$ cat src/rtl/cond_check_pkg.sv
// Shared types for the condition-check collector: FSM states and the
// two-bit four-state value encoding.
package cond_check_pkg;

   typedef enum logic [1:0] {
      ST_IDLE   = 2'd0,
      ST_RUN    = 2'd1,
      ST_FLUSH  = 2'd2,
      ST_REPORT = 2'd3
   } state_t;

   localparam logic [1:0] V0 = 2'b00;
   localparam logic [1:0] V1 = 2'b01;
   localparam logic [1:0] VX = 2'b10;
   localparam logic [1:0] VZ = 2'b11;

endpackage

$ cat src/rtl/cond_z_to_x_norm.sv
// Combinational Z->X folding of an encoded four-state vector so that a
// high-impedance value compares equal to an unknown one.
module cond_z_to_x_norm
   import cond_check_pkg::*;
#(
   parameter int SIZE = 1
) (
   input  logic [2*SIZE-1:0] i_val,
   output logic [2*SIZE-1:0] o_val
);

   // Per-digit rewrite of Z into X; other digits pass unchanged.
   always_comb begin
      o_val = i_val;
      for (int i = 0; i < SIZE; i++) begin
         if (i_val[2*i +: 2] == VZ) begin
            o_val[2*i +: 2] = VX;
         end else begin
            o_val[2*i +: 2] = i_val[2*i +: 2];
         end
      end
   end

endmodule

$ cat src/rtl/cond_check_collector.sv
// Collects expected/actual four-state vector pairs over a session, counts
// mismatches after one pipeline stage and presents a held summary report.
module cond_check_collector
   import cond_check_pkg::*;
#(
   parameter int SIZE  = 1,
   parameter int CNT_W = 16
) (
   input  logic                clk,
   input  logic                rst_n,
   input  logic                start,
   input  logic                chk_valid,
   output logic                chk_ready,
   input  logic                chk_last,
   input  logic [2*SIZE-1:0]   exp_val,
   input  logic [2*SIZE-1:0]   act_val,
   output logic                report_valid,
   input  logic                report_ready,
   output logic                pass,
   output logic [CNT_W-1:0]    vec_count,
   output logic [CNT_W-1:0]    err_count,
   output logic [CNT_W-1:0]    first_err_idx,
   output logic [2*SIZE-1:0]   first_err_exp,
   output logic [2*SIZE-1:0]   first_err_act
);

   localparam logic [CNT_W-1:0] CNT_MAX  = {CNT_W{1'b1}};
   localparam logic [CNT_W-1:0] CNT_ZERO = {CNT_W{1'b0}};
   localparam logic [CNT_W-1:0] CNT_ONE  = CNT_W'(1'b1);
   localparam logic [2*SIZE-1:0] VEC_ZERO = {(2*SIZE){1'b0}};

   state_t              r_state;
   logic                r_chk_ready;
   logic                r_report_valid;
   logic                r_pass;
   logic                r_p_valid;
   logic                r_p_mis;
   logic [2*SIZE-1:0]   r_p_exp;
   logic [2*SIZE-1:0]   r_p_act;
   logic [CNT_W-1:0]    r_vec_count;
   logic [CNT_W-1:0]    r_err_count;
   logic [CNT_W-1:0]    r_first_idx;
   logic [2*SIZE-1:0]   r_first_exp;
   logic [2*SIZE-1:0]   r_first_act;

   logic [2*SIZE-1:0]   w_exp_n;
   logic [2*SIZE-1:0]   w_act_n;
   logic                w_mis;
   logic                w_accept;
   logic                w_p_err;
   logic [CNT_W-1:0]    w_vec_next;
   logic [CNT_W-1:0]    w_err_next;

   cond_z_to_x_norm #(.SIZE(SIZE)) u_norm_exp (.i_val(exp_val), .o_val(w_exp_n));
   cond_z_to_x_norm #(.SIZE(SIZE)) u_norm_act (.i_val(act_val), .o_val(w_act_n));

   // A pair offered together with start belongs to neither session.
   assign w_accept = chk_valid && r_chk_ready && !start;
   assign w_mis    = (w_exp_n != w_act_n);
   assign w_p_err  = r_p_valid && r_p_mis;

   // Saturating next-count values for the retiring pipeline entry.
   always_comb begin
      w_vec_next = r_vec_count;
      w_err_next = r_err_count;
      if (r_p_valid && (r_vec_count != CNT_MAX)) begin
         w_vec_next = r_vec_count + CNT_ONE;
      end else begin
         w_vec_next = r_vec_count;
      end
      if (w_p_err && (r_err_count != CNT_MAX)) begin
         w_err_next = r_err_count + CNT_ONE;
      end else begin
         w_err_next = r_err_count;
      end
   end

   // Session FSM with its registered handshake and pass outputs.
   always_ff @(posedge clk or negedge rst_n) begin
      if (!rst_n) begin
         r_state        <= ST_IDLE;
         r_chk_ready    <= 1'b0;
         r_report_valid <= 1'b0;
         r_pass         <= 1'b0;
      end else if (start) begin
         r_state        <= ST_RUN;
         r_chk_ready    <= 1'b1;
         r_report_valid <= 1'b0;
         r_pass         <= 1'b0;
      end else begin
         case (r_state)
            ST_IDLE: begin
               r_chk_ready <= 1'b0;
            end
            ST_RUN: begin
               if (w_accept && chk_last) begin
                  r_state     <= ST_FLUSH;
                  r_chk_ready <= 1'b0;
               end
            end
            ST_FLUSH: begin
               r_state        <= ST_REPORT;
               r_report_valid <= 1'b1;
               r_pass         <= (w_err_next == CNT_ZERO);
            end
            ST_REPORT: begin
               if (report_ready) begin
                  r_state        <= ST_IDLE;
                  r_report_valid <= 1'b0;
                  r_pass         <= 1'b0;
               end
            end
            default: begin
               r_state        <= ST_IDLE;
               r_chk_ready    <= 1'b0;
               r_report_valid <= 1'b0;
               r_pass         <= 1'b0;
            end
         endcase
      end
   end

   // Single compare stage between acceptance and the counters.
   always_ff @(posedge clk or negedge rst_n) begin
      if (!rst_n) begin
         r_p_valid <= 1'b0;
         r_p_mis   <= 1'b0;
         r_p_exp   <= VEC_ZERO;
         r_p_act   <= VEC_ZERO;
      end else if (start) begin
         r_p_valid <= 1'b0;
         r_p_mis   <= 1'b0;
         r_p_exp   <= VEC_ZERO;
         r_p_act   <= VEC_ZERO;
      end else begin
         r_p_valid <= w_accept;
         r_p_mis   <= w_mis;
         r_p_exp   <= w_exp_n;
         r_p_act   <= w_act_n;
      end
   end

   // Counters and first-error capture; the index is the pre-increment vec count.
   always_ff @(posedge clk or negedge rst_n) begin
      if (!rst_n) begin
         r_vec_count <= CNT_ZERO;
         r_err_count <= CNT_ZERO;
         r_first_idx <= CNT_ZERO;
         r_first_exp <= VEC_ZERO;
         r_first_act <= VEC_ZERO;
      end else if (start) begin
         r_vec_count <= CNT_ZERO;
         r_err_count <= CNT_ZERO;
         r_first_idx <= CNT_ZERO;
         r_first_exp <= VEC_ZERO;
         r_first_act <= VEC_ZERO;
      end else begin
         r_vec_count <= w_vec_next;
         r_err_count <= w_err_next;
         if (w_p_err && (r_err_count == CNT_ZERO)) begin
            r_first_idx <= r_vec_count;
            r_first_exp <= r_p_exp;
            r_first_act <= r_p_act;
         end
      end
   end

   assign chk_ready     = r_chk_ready;
   assign report_valid  = r_report_valid;
   assign pass          = r_pass;
   assign vec_count     = r_vec_count;
   assign err_count     = r_err_count;
   assign first_err_idx = r_first_idx;
   assign first_err_exp = r_first_exp;
   assign first_err_act = r_first_act;

endmodule

$ cat config.mk
export PLATFORM = sky130hd
export DESIGN_NAME = cond_check_collector
export DESIGN_NICKNAME = d
export VERILOG_FILES = /design/src/rtl/cond_check_pkg.sv /design/src/rtl/cond_z_to_x_norm.sv /design/src/rtl/cond_check_collector.sv
export SDC_FILE = /design/constraint.sdc
export NUM_CORES = 1
export LEC_CHECK = 0
export CAP_MARGIN = 20
export CORE_MARGIN = 10
export CORE_UTILIZATION = 52
export CTS_CLUSTER_SIZE = 30
export DETAILED_ROUTE_END_ITERATION = 12
export GPL_TIMING_DRIVEN = 0
export PLACE_DENSITY = 0.8
export SYNTH_ARGS = -nofsm -noshare
export SYNTH_HDL_FRONTEND = slang
export SYNTH_HIERARCHICAL = 1
export SYNTH_SLANG_ARGS = --single-unit
$ cat constraint.sdc
create_clock -name clk -period 3.4 [get_ports clk]
set_clock_uncertainty 0.1 [all_clocks]
set_input_delay 0.51 -clock clk [delete_from_list [all_inputs] [get_ports clk]]
set_output_delay 0.51 -clock clk [all_outputs]
set_load 0.01 [all_outputs]
Word-level counts from Yosys, hierarchy flattened
Cells that the tools add are included.
- flip-flop bits (word level): 63
- input port bits: 10
- output and inout port bits: 55
- word-level logic and storage cells: 72
- $add $sub $neg: 2
- equal/unequal tests: 10
- muxes and demuxes: 28
- reduce and logical (&&, ||, !) cells: 19
- operators with widths (kind ; number):
    16-bit 2-to-1 mux ; 6
    16-bit by 1-bit adder with 16-bit output, second input constant ; 2
    16-bit zero test ; 2
    16-bit != test, second input constant ; 2
    2-bit 2-to-1 mux ; 11
    2-bit equality test, second input constant ; 4
    1-bit logical AND ; 7
    1-bit 2-to-1 mux ; 7
    3-bit != test, second input constant ; 2
    1-bit one-hot mux with 2 select lines ; 3
    2-bit one-hot mux with 3 select lines ; 1
    3-bit nonzero test ; 2
    2-bit AND reduction ; 2
    2-bit nonzero test ; 2
    4-bit nonzero test ; 1
    3-bit AND reduction ; 1
    2-bit by 1-bit equality test with 1-bit output, second input constant ; 1
    2-bit zero test ; 1
    2-bit != test ; 1
    1-bit zero test ; 1

Logic depth before layout (Yosys ltp)
- depth in word-level cells: 6
- depth in mapped cells: 8

Hierarchy
The synthesis kept the hierarchy.
- by module, submodules not included (module ; times used ; cells an instance ; area an instance (µm²)):
    cond_check_collector ; 1 ; 345 ; 3243.1
    cond_z_to_x_norm ; 2 ; 2 ; 10.0

Worst setup path after synthesis
No wires, ideal clock.
- path type: reg-to-reg
- start: register r_err_count[0], in the netlist err_count[0]
- end: register r_pass, in the netlist pass
- setup time: 95 ps
- arrival time: 2270 ps
- slack: 934 ps
- cell stages (with the launch flop): 8
- cell sequence: dfrtp_1 > ha_1 > nand4_4 > nor3_1 > nand4_1 > mux2i_1 > or4_1 > o31ai_1
- word-level cells in the longest chain between the ends: 6
- elaborated cells between the ends (all ways): 7
- RTL lines (element ; line ; RTL):
    start, declared ; cond_check_collector.sv:41 ; logic [CNT_W-1:0] r_err_count;
    start signal, assigned ; cond_check_collector.sv:159 ; r_err_count <= w_err_next;
    parallel branches: the longest is 2 deep, another holds 16-bit by 1-bit adder with 16-bit output ; n/a ;
    16-bit 2-to-1 mux * ; cond_check_collector.sv:71 ; if (w_p_err && (r_err_count != CNT_MAX)) begin
    16-bit zero test * ; cond_check_collector.sv:104 ; r_pass <= (w_err_next == CNT_ZERO);
    1-bit one-hot mux with 2 select lines * ; cond_check_collector.sv:91 ; case (r_state)
    1-bit 2-to-1 mux * ; cond_check_collector.sv:85 ; end else if (start) begin
    end signal, assigned ; cond_check_collector.sv:104 ;
    end, declared ; cond_check_collector.sv:35 ; logic r_pass;
Mark *: on every way between the ends.
A chain may end at the register's enable or synchronous reset.

Worst setup path in the final report
Ends and elaborated chain as after synthesis.

==> impl_metrics.yaml <==
sta:
  finalSetupViolCount: 0
  timing.fmax_mhz: 365
  worst_slew_pin_slew_ns: 0.797
  maxSlewViolCount: 0
  fin_crit_ns: 2.74
  final-hold-violation-count: 0
  fin_ws_ns: 0.657
  max_slew_margin: 0.469
  final.period_utilization: 0.807
  fin_hold_ws_ns: 0.149
  rsz0062_at_grt: "no"
critical_path:
  crit_buf_inv: 0
  cp_slowest_cell: "or4_1"
  critPathLaunchType: "register"
  critPathRequiredTime_ns: 3.54
  cp_cell_sequence: "ha_1 > nand4_4 > nor3_1 > nand4_1 > mux2i_1 > or4_1 > o31ai_1"
  crit_family: "simple AND/OR/NAND/NOR gates"
  max_stage_delay_ns: 0.53
  critPathArrivalTime_ns: 2.88
  reg2regPathDepth: 7
  critPathKind: "reg2reg"
  crit_path_end_kind: "register"
  cp.depth: 7
  worst-path-max-fanout: 8
power:
  seqPwrFrac: 0.505
  switching_share: 0.232
  clkPwrFrac: 0.424
  p_leak_nw: 1.71
  vdd_ir_drop_max_v: 0.000260
  combinationalPowerShare: 0.070
  p_switching_w: 0.000357
  p_int_w: 0.00118
  power-per-cell-area_nw_per_um2: 367
  totalPowerFinal_w: 0.00154
detailed_routing:
  vias: 2719
  drt_iter0_drc: 129
  drcViolationCount: 0
  viasPerCell: 5.41
  antenna_left: 0
  wirelength_mm: 8.03
  firstDrtPassIters: 4
  wl_per_cell_um: 16.0
hold_path:
  hp-class: "in2async"
floorplanning:
  rows: 28
  die_x_um: 99.2
  core_um2: 5990
  initial_utilization: 0.545
  io_pins: 65
  dieArea_um2: 9840
  chipHeight_um: 99.2
clock_network:
  post-cts-setup-buffer-count: 0
  cts_buffers: 9
  clock_latency_ns: 0.34
  holdBufCountCts: 0
  tritoncts: "yes"
  cts_sinks: 63
  clk_pin_slew_ns: 0.07
  h-tree-depth: 3
  root_buffer: "clkbuf_8"
  cts.repair.resized: 0
  clock_path_buffers: 2
synth:
  ys_types: 47
  synth_nets: 362
  synth-seq-cells: 63
  avgSynthCellArea_um2: 9.35
  postSynthCellCount: 349
  synth_warnings: 6
  async_reset_ff_frac: 1.00
  synth-edff-count: 0
  syn_area_um2: 3260
  synth_flop_cell: "dfrtp_1"
  ys_seq_area_frac: 0.483
final_layout:
  diodes: 0
  areaGrowthSynthToFinish_pct: 28.5
  drive_gt1_frac: 0.0794
  final_cells: 503
  nNetsFinal: 437
grt:
  grt_overflow: 0
  antenna_found_initial: 0
  grt_pass1_wl_mm: 13.2
  grt_max_degree: 64
  grt_pass1_vias: 2666
  grt.total_usage: 0.162
place:
  placed_cells: 488
  numPortBuffers: 64
  routabilityCongestion: 0.890
  hpwl_mm: 5.84
  pre_cts_ws_ns: 0.702
flow_run:
  cap_viol_max_count: 0
status:
  status: "finished clean"
[cells by family after synthesis]
logic type,Yosys count,share of synthesized area
XOR/XNOR,29,0.0778
AO/OA/AOI/OAI,54,0.0966
AND/OR/NAND/NOR,168,0.265
multiplexers,5,0.0153
flip-flops,63,0.483
buffers and inverters,27,0.0506
adder cells (fa/ha/maj),3,0.0115
[power by group through the flow]
stage / Sequential [W] / Clock [W] / Combinational (W)
floorplan: 0.000791 / 0 / 0.0000519
global placement: 0.000790 / 0 / 0.000109
detailed placement: 0.000791 / 0 / 0.000110
CTS: 0.000777 / 0.000656 / 0.000110
global route: 0.000779 / 0.000690 / 0.000121
finish: 0.000777 / 0.000653 / 0.000108
[stage by stage]
step / utilization / instance area [µm²] / TNS [ns]
2_1_floorplan: - / 3260 / 0
3_3_place_gp: 0.667 / 4000 / -22.29
3_5_place_dp: 0.667 / 4000 / 0
4_1_cts: 0.700 / 4190 / 0
5_1_grt: 0.700 / 4190 / 0
6_report: 0.700 / 4190 / 0
[cell usage in the layout, fill, tap and decap left out, drive strengths merged, types with 2 or more instances in the layout]
| master | count |
|---|---|
| and3 | 7 |
| nand3 | 8 |
| nand2 | 58 |
| or3 | 6 |
| nor4 | 4 |
| mux2i | 5 |
| o211ai | 2 |
| buf | 5 |
| clkbuf | 30 |
| a211oi | 2 |
| nor3 | 8 |
| ha | 3 |
| and2 | 6 |
| nor4b | 2 |
| dfrtp | 63 |
| a21oi | 31 |
| and4 | 4 |
| nand2b | 2 |
| inv | 5 |
| o21ai | 11 |
| or4 | 2 |
| clkdlybuf4s50 | 63 |
| xnor2 | 15 |
| nor2 | 38 |
| or2 | 2 |
| o31ai | 3 |
| xor2 | 14 |
| nor2b | 7 |
| nand4 | 12 |
[worst register-to-register path: cells and delay by family, from the launching register on]
| kind | cells | cell delay, ns |
|---|---|---|
| AOI/OAI and AO/OA | 1 | 0.21 |
| adders and majority gates | 1 | 0.31 |
| DFF | 1 | 0.47 |
| muxes | 1 | 0.19 |
| and+or+nand+nor | 4 | 1.37 |
[final cells by class]
class                      count  area (µm²)
fill                         429        1800
sequential                    63        1580
multi-input combinational    259        1520
timing repair buffer          64         638
clock buffer                  12         155
buffer                        22         146
tap                           75        93.8
clock inverter                 3        42.5
inverter                       5        18.8
[Yosys cell counts, types with 2 or more instances]
library cell,n,share of area
a211oi_1,2,0.0046
a21oi_1,31,0.048
and2_1,6,0.012
and3_1,7,0.013
and4_1,3,0.0081
buf_4,2,0.0046
buf_6,2,0.0069
clkbuf_1,13,0.015
clkbuf_8,4,0.017
dfrtp_1,63,0.48
ha_1,3,0.012
inv_1,5,0.0058
mux2i_1,5,0.015
nand2_1,57,0.066
nand2b_1,2,0.0038
nand3_1,7,0.011
nand4_1,11,0.021
nor2_1,38,0.044
nor2b_1,7,0.013
nor3_1,8,0.012
nor4_1,3,0.0058
o211ai_1,2,0.0046
o21ai_0,9,0.014
o31ai_1,3,0.0069
or2_2,2,0.0038
or3_1,5,0.0096
or4_1,2,0.0046
xnor2_1,15,0.040
xor2_1,14,0.038
[final timing paths]
check / start / endpoint / slack [ns]
max: err_count[0] / pass / 0.66
min: rst_n / err_count[0] / 0.15
max reg2reg: err_count[0] / pass / 0.66
min reg2reg: r_p_act[0] / first_err_act[0] / 0.40
max in group asynchronous: rst_n / err_count[12] / 2.52
min in group clk: r_p_act[0] / first_err_act[0] / 0.40
[per-layer routing]
layer	wire length, µm	up-vias	global-route usage
met1	3540	1295	0.204
met3	518	13	0.0491
met4	123	0	0.0639
met5	0	-	0
met2	3850	66	0.254
li1	-	1345	-
[state kept, by name, indices dropped and copies added, names as in the netlist]
register,count
pass,1
r_p_exp,2
r_state,2
r_p_act,2
first_err_act,2
first_err_exp,2
chk_ready,1
vec_count,16
r_p_mis,1
err_count,16
first_err_idx,16
r_p_valid,1
report_valid,1
No activity file was read; power rests on OpenSTA's default activity.
